`src/rtl/k423_bus_arb.sv`:
```
// rtl/k423_bus_arb.sv - IF/LSU arbiter for a single-port memory bus, one transaction in flight
// Owner-tagged response routing, anti-starvation for IF, and fetch-response drop on flush.
module k423_bus_arb #(
   parameter int ADDR_W     = 32,
   parameter int DATA_W     = 32,
   parameter int STARVE_MAX = 4
) (
   input  logic                clk_i,
   input  logic                rst_i,
   input  logic                flush_i,
   input  logic                if_req_vld_i,
   input  logic [ADDR_W-1:0]   if_req_addr_i,
   output logic                if_req_rdy_o,
   output logic                if_rsp_vld_o,
   output logic [DATA_W-1:0]   if_rsp_data_o,
   output logic                if_rsp_err_o,
   input  logic                lsu_req_vld_i,
   input  logic [ADDR_W-1:0]   lsu_req_addr_i,
   input  logic                lsu_req_we_i,
   input  logic [DATA_W-1:0]   lsu_req_wdata_i,
   input  logic [DATA_W/8-1:0] lsu_req_be_i,
   output logic                lsu_req_rdy_o,
   output logic                lsu_rsp_vld_o,
   output logic [DATA_W-1:0]   lsu_rsp_data_o,
   output logic                lsu_rsp_err_o,
   output logic                bus_req_vld_o,
   input  logic                bus_req_rdy_i,
   output logic [ADDR_W-1:0]   bus_req_addr_o,
   output logic                bus_req_we_o,
   output logic [DATA_W-1:0]   bus_req_wdata_o,
   output logic [DATA_W/8-1:0] bus_req_be_o,
   input  logic                bus_rsp_vld_i,
   input  logic [DATA_W-1:0]   bus_rsp_data_i,
   input  logic                bus_rsp_err_i
);

   localparam int BE_W  = DATA_W / 8;
   localparam int CNT_W = $clog2(STARVE_MAX + 1);

   typedef enum logic [1:0] {ST_IDLE, ST_REQ, ST_WAIT} state_e;

   state_e              state_q, state_d;
   logic                owner_if_q, owner_if_d;
   logic                drop_q, drop_d;
   logic [CNT_W-1:0]    starve_cnt_q, starve_cnt_d;
   logic [ADDR_W-1:0]   addr_q, addr_d;
   logic                we_q, we_d;
   logic [DATA_W-1:0]   wdata_q, wdata_d;
   logic [BE_W-1:0]     be_q, be_d;

   logic if_elig;
   logic lsu_elig;
   logic starve_full;
   logic grant_if;

   assign if_elig     = if_req_vld_i & ~flush_i;
   assign lsu_elig    = lsu_req_vld_i;
   assign starve_full = (starve_cnt_q == CNT_W'(STARVE_MAX));
   assign grant_if    = if_elig & (~lsu_elig | starve_full);

   always_comb begin
      state_d       = state_q;
      owner_if_d    = owner_if_q;
      drop_d        = drop_q;
      starve_cnt_d  = starve_cnt_q;
      addr_d        = addr_q;
      we_d          = we_q;
      wdata_d       = wdata_q;
      be_d          = be_q;
      if_req_rdy_o  = 1'b0;
      lsu_req_rdy_o = 1'b0;
      bus_req_vld_o = 1'b0;
      if_rsp_vld_o  = 1'b0;
      lsu_rsp_vld_o = 1'b0;

      case (state_q)
         ST_IDLE: begin
            drop_d = 1'b0;
            if (grant_if) begin
               if_req_rdy_o = 1'b1;
               owner_if_d   = 1'b1;
               addr_d       = if_req_addr_i;
               we_d         = 1'b0;
               wdata_d      = '0;
               be_d         = '1;
               starve_cnt_d = '0;
               state_d      = ST_REQ;
            end else if (lsu_elig) begin
               lsu_req_rdy_o = 1'b1;
               owner_if_d    = 1'b0;
               addr_d        = lsu_req_addr_i;
               we_d          = lsu_req_we_i;
               wdata_d       = lsu_req_wdata_i;
               be_d          = lsu_req_be_i;
               if (if_elig && !starve_full) begin
                  starve_cnt_d = starve_cnt_q + CNT_W'(1);
               end
               state_d = ST_REQ;
            end
         end
         ST_REQ: begin
            bus_req_vld_o = 1'b1;
            if (flush_i && owner_if_q) drop_d = 1'b1;
            if (bus_req_rdy_i) state_d = ST_WAIT;
         end
         ST_WAIT: begin
            if (flush_i && owner_if_q) drop_d = 1'b1;
            if (bus_rsp_vld_i) begin
               state_d = ST_IDLE;
               drop_d  = 1'b0;
               if (owner_if_q) begin
                  if_rsp_vld_o = ~drop_q;
               end else begin
                  lsu_rsp_vld_o = 1'b1;
               end
            end
         end
         default: state_d = ST_IDLE;
      endcase

      // Handshakes are held low for the whole reset cycle, whatever the state.
      if (rst_i) begin
         if_req_rdy_o  = 1'b0;
         lsu_req_rdy_o = 1'b0;
         bus_req_vld_o = 1'b0;
         if_rsp_vld_o  = 1'b0;
         lsu_rsp_vld_o = 1'b0;
      end
   end

   assign if_rsp_data_o   = if_rsp_vld_o  ? bus_rsp_data_i : '0;
   assign if_rsp_err_o    = if_rsp_vld_o  & bus_rsp_err_i;
   assign lsu_rsp_data_o  = lsu_rsp_vld_o ? bus_rsp_data_i : '0;
   assign lsu_rsp_err_o   = lsu_rsp_vld_o & bus_rsp_err_i;
   assign bus_req_addr_o  = addr_q;
   assign bus_req_we_o    = we_q;
   assign bus_req_wdata_o = wdata_q;
   assign bus_req_be_o    = be_q;

   always_ff @(posedge clk_i) begin
      if (rst_i) begin
         state_q      <= ST_IDLE;
         owner_if_q   <= 1'b0;
         drop_q       <= 1'b0;
         starve_cnt_q <= '0;
         addr_q       <= '0;
         we_q         <= 1'b0;
         wdata_q      <= '0;
         be_q         <= '0;
      end else begin
         state_q      <= state_d;
         owner_if_q   <= owner_if_d;
         drop_q       <= drop_d;
         starve_cnt_q <= starve_cnt_d;
         addr_q       <= addr_d;
         we_q         <= we_d;
         wdata_q      <= wdata_d;
         be_q         <= be_d;
      end
   end

endmodule

```
`config.mk`:
```
export PLATFORM = sky130hd
export DESIGN_NAME = k423_bus_arb
export DESIGN_NICKNAME = d
export VERILOG_FILES = /design/src/rtl/k423_bus_arb.sv
export SDC_FILE = /design/constraint.sdc
export NUM_CORES = 1
export LEC_CHECK = 0
export ABC_AREA = 1
export CAP_MARGIN = 20
export CELL_PAD_IN_SITES_DETAIL_PLACEMENT = 1
export CELL_PAD_IN_SITES_GLOBAL_PLACEMENT = 2
export CORE_MARGIN = 8
export CORE_UTILIZATION = 17
export CTS_CLUSTER_DIAMETER = 120
export DETAILED_ROUTE_END_ITERATION = 8
export PLACE_DENSITY_LB_ADDON = 0.1
export SETUP_SLACK_MARGIN = 0.3
export SYNTH_ARGS = -nofsm -noshare
export SYNTH_HDL_FRONTEND = slang
export SYNTH_SLANG_ARGS = --single-unit
```
`constraint.sdc`:
```
create_clock -name clk_i -period 3.04 [get_ports clk_i]
set_clock_uncertainty 0.2 [all_clocks]
set_input_delay 0.76 -clock clk_i [delete_from_list [all_inputs] [get_ports clk_i]]
set_output_delay 0.76 -clock clk_i [all_outputs]
set_load 0.02 [all_outputs]
```
; ---- Word level (Yosys, flattened, before mapping)
; Cells that the tools add are included.
[totals]
wordCells = 73
output_inout_bits = 140
regBits = 76
[classes]
bitwise = 8
eq_ne = 6
addsub = 1
n_mux = 40
n_reduce_logical = 10
[op_table]
columns = cell, count
row1 = $mux W32, 6
row2 = $mux W1, 23
row3 = $mux W3, 3
row4 = $mux W2, 4
row5 = $mux W4, 2
row6 = $pmux W2 S3, 1
row7 = $reduce_and A3 Y1, 2
row8 = $and A1 B1 Y1, 4
row9 = $ne A2 B2 Y1 const B, 2
row10 = $reduce_bool A2 Y1, 2
row11 = $add A3 B1 Y3 const B, 1
row12 = $eq A3 B3 Y1 const B, 1
row13 = $ne A3 B3 Y1 const B, 1
row14 = $not A1 Y1, 3
row15 = $pmux W1 S3, 1
row16 = $reduce_bool A3 Y1, 1
row17 = $eq A2 B1 Y1 const B, 1
row18 = $eq A2 B2 Y1 const B, 1
row19 = $logic_and A1 B1 Y1, 2
row20 = $logic_not A2 Y1, 1
row21 = $reduce_and A2 Y1, 1
row22 = $logic_not A1 Y1, 1
row23 = $or A1 B1 Y1, 1

; ---- Longest topological paths before layout
[depth]
ltp_word = 6
mapped_depth = 11

; ---- Worst setup path before layout
; OpenSTA, ideal clock, no wires.
[synth_path]
kind = input to output
start = in rst_i
end = out if_rsp_data_o[22]
n_path_buf = 2
setup_slack_ns = 0.359
arrival_ns = 1.721
path_stages = 5
cell_sequence = clkbuf_1 > nor2_1 > nand3_1 > buf_2 > nor2_1
[synth_between]
elab_chain_len = 2
[synth_rtl]
columns = item, line
row1 = start: declaration, 9  ; input logic rst_i,
row2 = $mux W1, 122  ; if (rst_i) begin
row3 = $mux W32, 131  ; assign if_rsp_data_o = if_rsp_vld_o ? bus_rsp_data_i : '0;
row4 = end: declaration, 15  ; output logic [DATA_W-1:0] if_rsp_data_o,
; Every way passes these cells.

; ---- Final worst setup path
[layout_path]
start = in bus_rsp_vld_i
end = out if_rsp_data_o[29]
[layout_between]
elab_chain_len = 4
[layout_rtl]
columns = item, line
row1 = start: declaration, 32  ; input logic bus_rsp_vld_i,
row2 = $mux W1, 108  ; if (bus_rsp_vld_i) begin
row3 = $mux W1, 76  ; case (state_q)
row4 = $mux W1, 122
row5 = $mux W32, 131
; Every way passes these cells.

==> run metrics <==
row cnt=55; Starting Density=17.1%; setup_tns=0 ns; max_cap viols=0; synthesized area=0.00383 sq mm; Gate Count Post-Synth=612; post-DP HPWL=14400 um; status=finished clean; multi-input logic area=0.00207 sq mm; DR WL/cell=16.2 um; clk buf depth=2; clock latency on the worst-skew pair=0.33 ns; CTS tree=yes; arrival time at the worst endpoint=1.77 ns; routed via count=4779; CTS Hold Bufs=0; total power=0.00349 W; Final Routed Wirelength=19100 um; remaining global-route overflow=0; Post-layout nets=1037; PortBufs=280; number of routed nets with antenna violations=0; register area share after synthesis=39.8%; Via-to-Cell Ratio=4.05; Leakage=3.50 nW; DRT Pass-1 Iters=4; clock sink count=76; worst slack at placement=-0.423 ns; Hold WC Path Type=reg2reg; vias in the first global route=5170; Hold Fails Final Rpt=0; relative slew slack=52.0%; Yosys Warn Count=0; minimum clock period=2.73 ns; register area=0.00153 sq mm; CP Class=in2out; hold_ws=0.266 ns; fin crit share=89.8%; DRC errors left=0; Worst setup SP type=primary input; hold path depth=2; diode count=0; RD Place Congestion=0.750; Critical Path Most Common Cell=nor2_4; # H-tree levels=3; share of cells above drive strength 1=17.9%; R2R cell count=10; Layout area overhead=98.2%; Final Slew Violations=0; global-route wire length before repair=29500 um; synth unique cells=18; Tot GR Track Use=13.4%; root buffer selected by CTS=clkbuf_16; peak supply drop=0.293 mV; worst slew pin tran=0.719 ns; Die Y=166 um; DR iter-0 viols=160; register bit count reported by yosys=76; die area=0.0276 sq mm; I/O pin count=281; setup ws final=0.311 ns; fillers=2721; Mean Syn Cell Area=6.25 sq um; cts bufs inserted=9; Die Wd=166 um; cell area power density=460 mW/mm^2; Post-Synthesis Net Count=760; Crit Path Max Fanout=8; CP required=2.08 ns; CP cell instances=clkbuf_2 > nand2_4 > nor2_4 > nand3_4 > buf_12 > clkbuf_16 > nor2_4 > buf_6; Clock Pin Slew Worst Setup and Hold Paths=0.07 ns; initial antenna violation count=0; Crit-path slowest cell=buf_12; pin count of the biggest net entering global routing=66; crit-path max cell delay=0.17 ns; Max Clock Freq=366 MHz; Setup violations, final=0; core area=0.0224 sq mm; RSZ-0062 raised after global routing=true; kind of end point of the critical path=output pin
## worst paths after layout
kind / startpoint / end / slack (ns)
max: bus_rsp_vld_i / if_rsp_data_o[29] / 0.31
min: bus_req_wdata_o[23] / bus_req_wdata_o[23] / 0.27
max reg2reg: starve_cnt_q[0] / bus_req_addr_o[25] / 0.96
min reg2reg: bus_req_wdata_o[23] / bus_req_wdata_o[23] / 0.27
## flip-flops by register name (all words and copies together) (netlist names)
name and count:
bus_req_addr_o 32, bus_req_be_o 4, bus_req_wdata_o 32, bus_req_we_o 1, drop_q 1, owner_if_q 1
starve_cnt_q 3, state_q 2
## cell type report
| cell class | instances | area share (%) |
|---|---|---|
| clock buffer | 10 | 3.15 |
| sequential | 76 | 20.1 |
| tap | 285 | 4.70 |
| timing repair buffer | 304 | 39.5 |
| multi-input combinational | 418 | 27.3 |
| inverter | 80 | 3.99 |
| clock inverter | 6 | 1.24 |
## Yosys cell counts
cell | instances | area share, %
nor2_2 | 1 | 0.16
clkbuf_1 | 9 | 0.88
nor2_1 | 136 | 13
nor3_1 | 6 | 0.78
nand3_1 | 68 | 8.9
inv_2 | 3 | 0.29
dfxtp_1 | 76 | 40
buf_1 | 4 | 0.39
inv_1 | 77 | 7.6
o21ai_0 | 7 | 0.92
o21ai_2 | 1 | 0.23
ha_1 | 7 | 2.3
buf_2 | 17 | 2.2
xor2_1 | 2 | 0.46
nand2_1 | 149 | 15
buf_4 | 8 | 1.6
a21oi_4 | 1 | 0.43
a21oi_1 | 40 | 5.2
## through the flow
step | cells | util [%] | instance area, sq um
6_report | 1179 | 33.9 | 7590
5_1_grt | 1179 | 33.9 | 7590
4_1_cts | 1174 | 32.1 | 7170
3_5_place_dp | 1154 | 31.1 | 6950
3_3_place_gp | 1154 | 31.1 | 6950
2_1_floorplan | 612 | - | 3830
## layout by cell type (no fill, tap or decap), types with 10 or more instances in the layout
cell type	instances
dfxtp_1	74
inv_1	76
nor2_4	28
a21oi_1	40
clkbuf_16	10
buf_2	24
nand3_1	67
nand2_1	146
clkdlybuf4s50_1	204
buf_4	34
nor2_1	102
buf_6	27
## kinds of logic after synthesis
logic type	share of synthesized area [%]
buffers and inverters	12.9
AOI/OAI and AO/OA	6.80
DFF	39.8
adders and majority gates	2.29
xor gates and xnor gates	0.458
and+or+nand+nor	37.8
## where the power goes
part	total [W]	switching [W]	internal, W	leakage [nW]
logic	0.00112	0.000599	0.000516	2.71
registers	0.00118	0.0000653	0.00112	0.628
clock network	0.00119	0.000444	0.000749	0.160
total	0.00349	0.00111	0.00238	3.50
## worst max-delay path, delay by kind of cell
kind                   cells  cell delay [ns]
buffers and inverters      4             0.57
AND/OR/NAND/NOR            4             0.43
## per-layer routing
metal	part of all wire, %	GRT usage (%)	up-vias
li1	-	-	2409
met1	40	14.5	2196
met2	50	24.0	164
met3	8.7	5.47	10
met4	0.94	3.00	0
met5	0	0	-
## what timing repair did
action | in CTS | in global routing
gates cloned | 3 | 1
pin swaps | 2 | 7
setup buffers | 1 | 4
endpoints found under the hold margin | 0 | 0
endpoints found under the setup margin | 71 | 68
resized for setup | 337 | 104
Power figures use the tool's default switching activity.
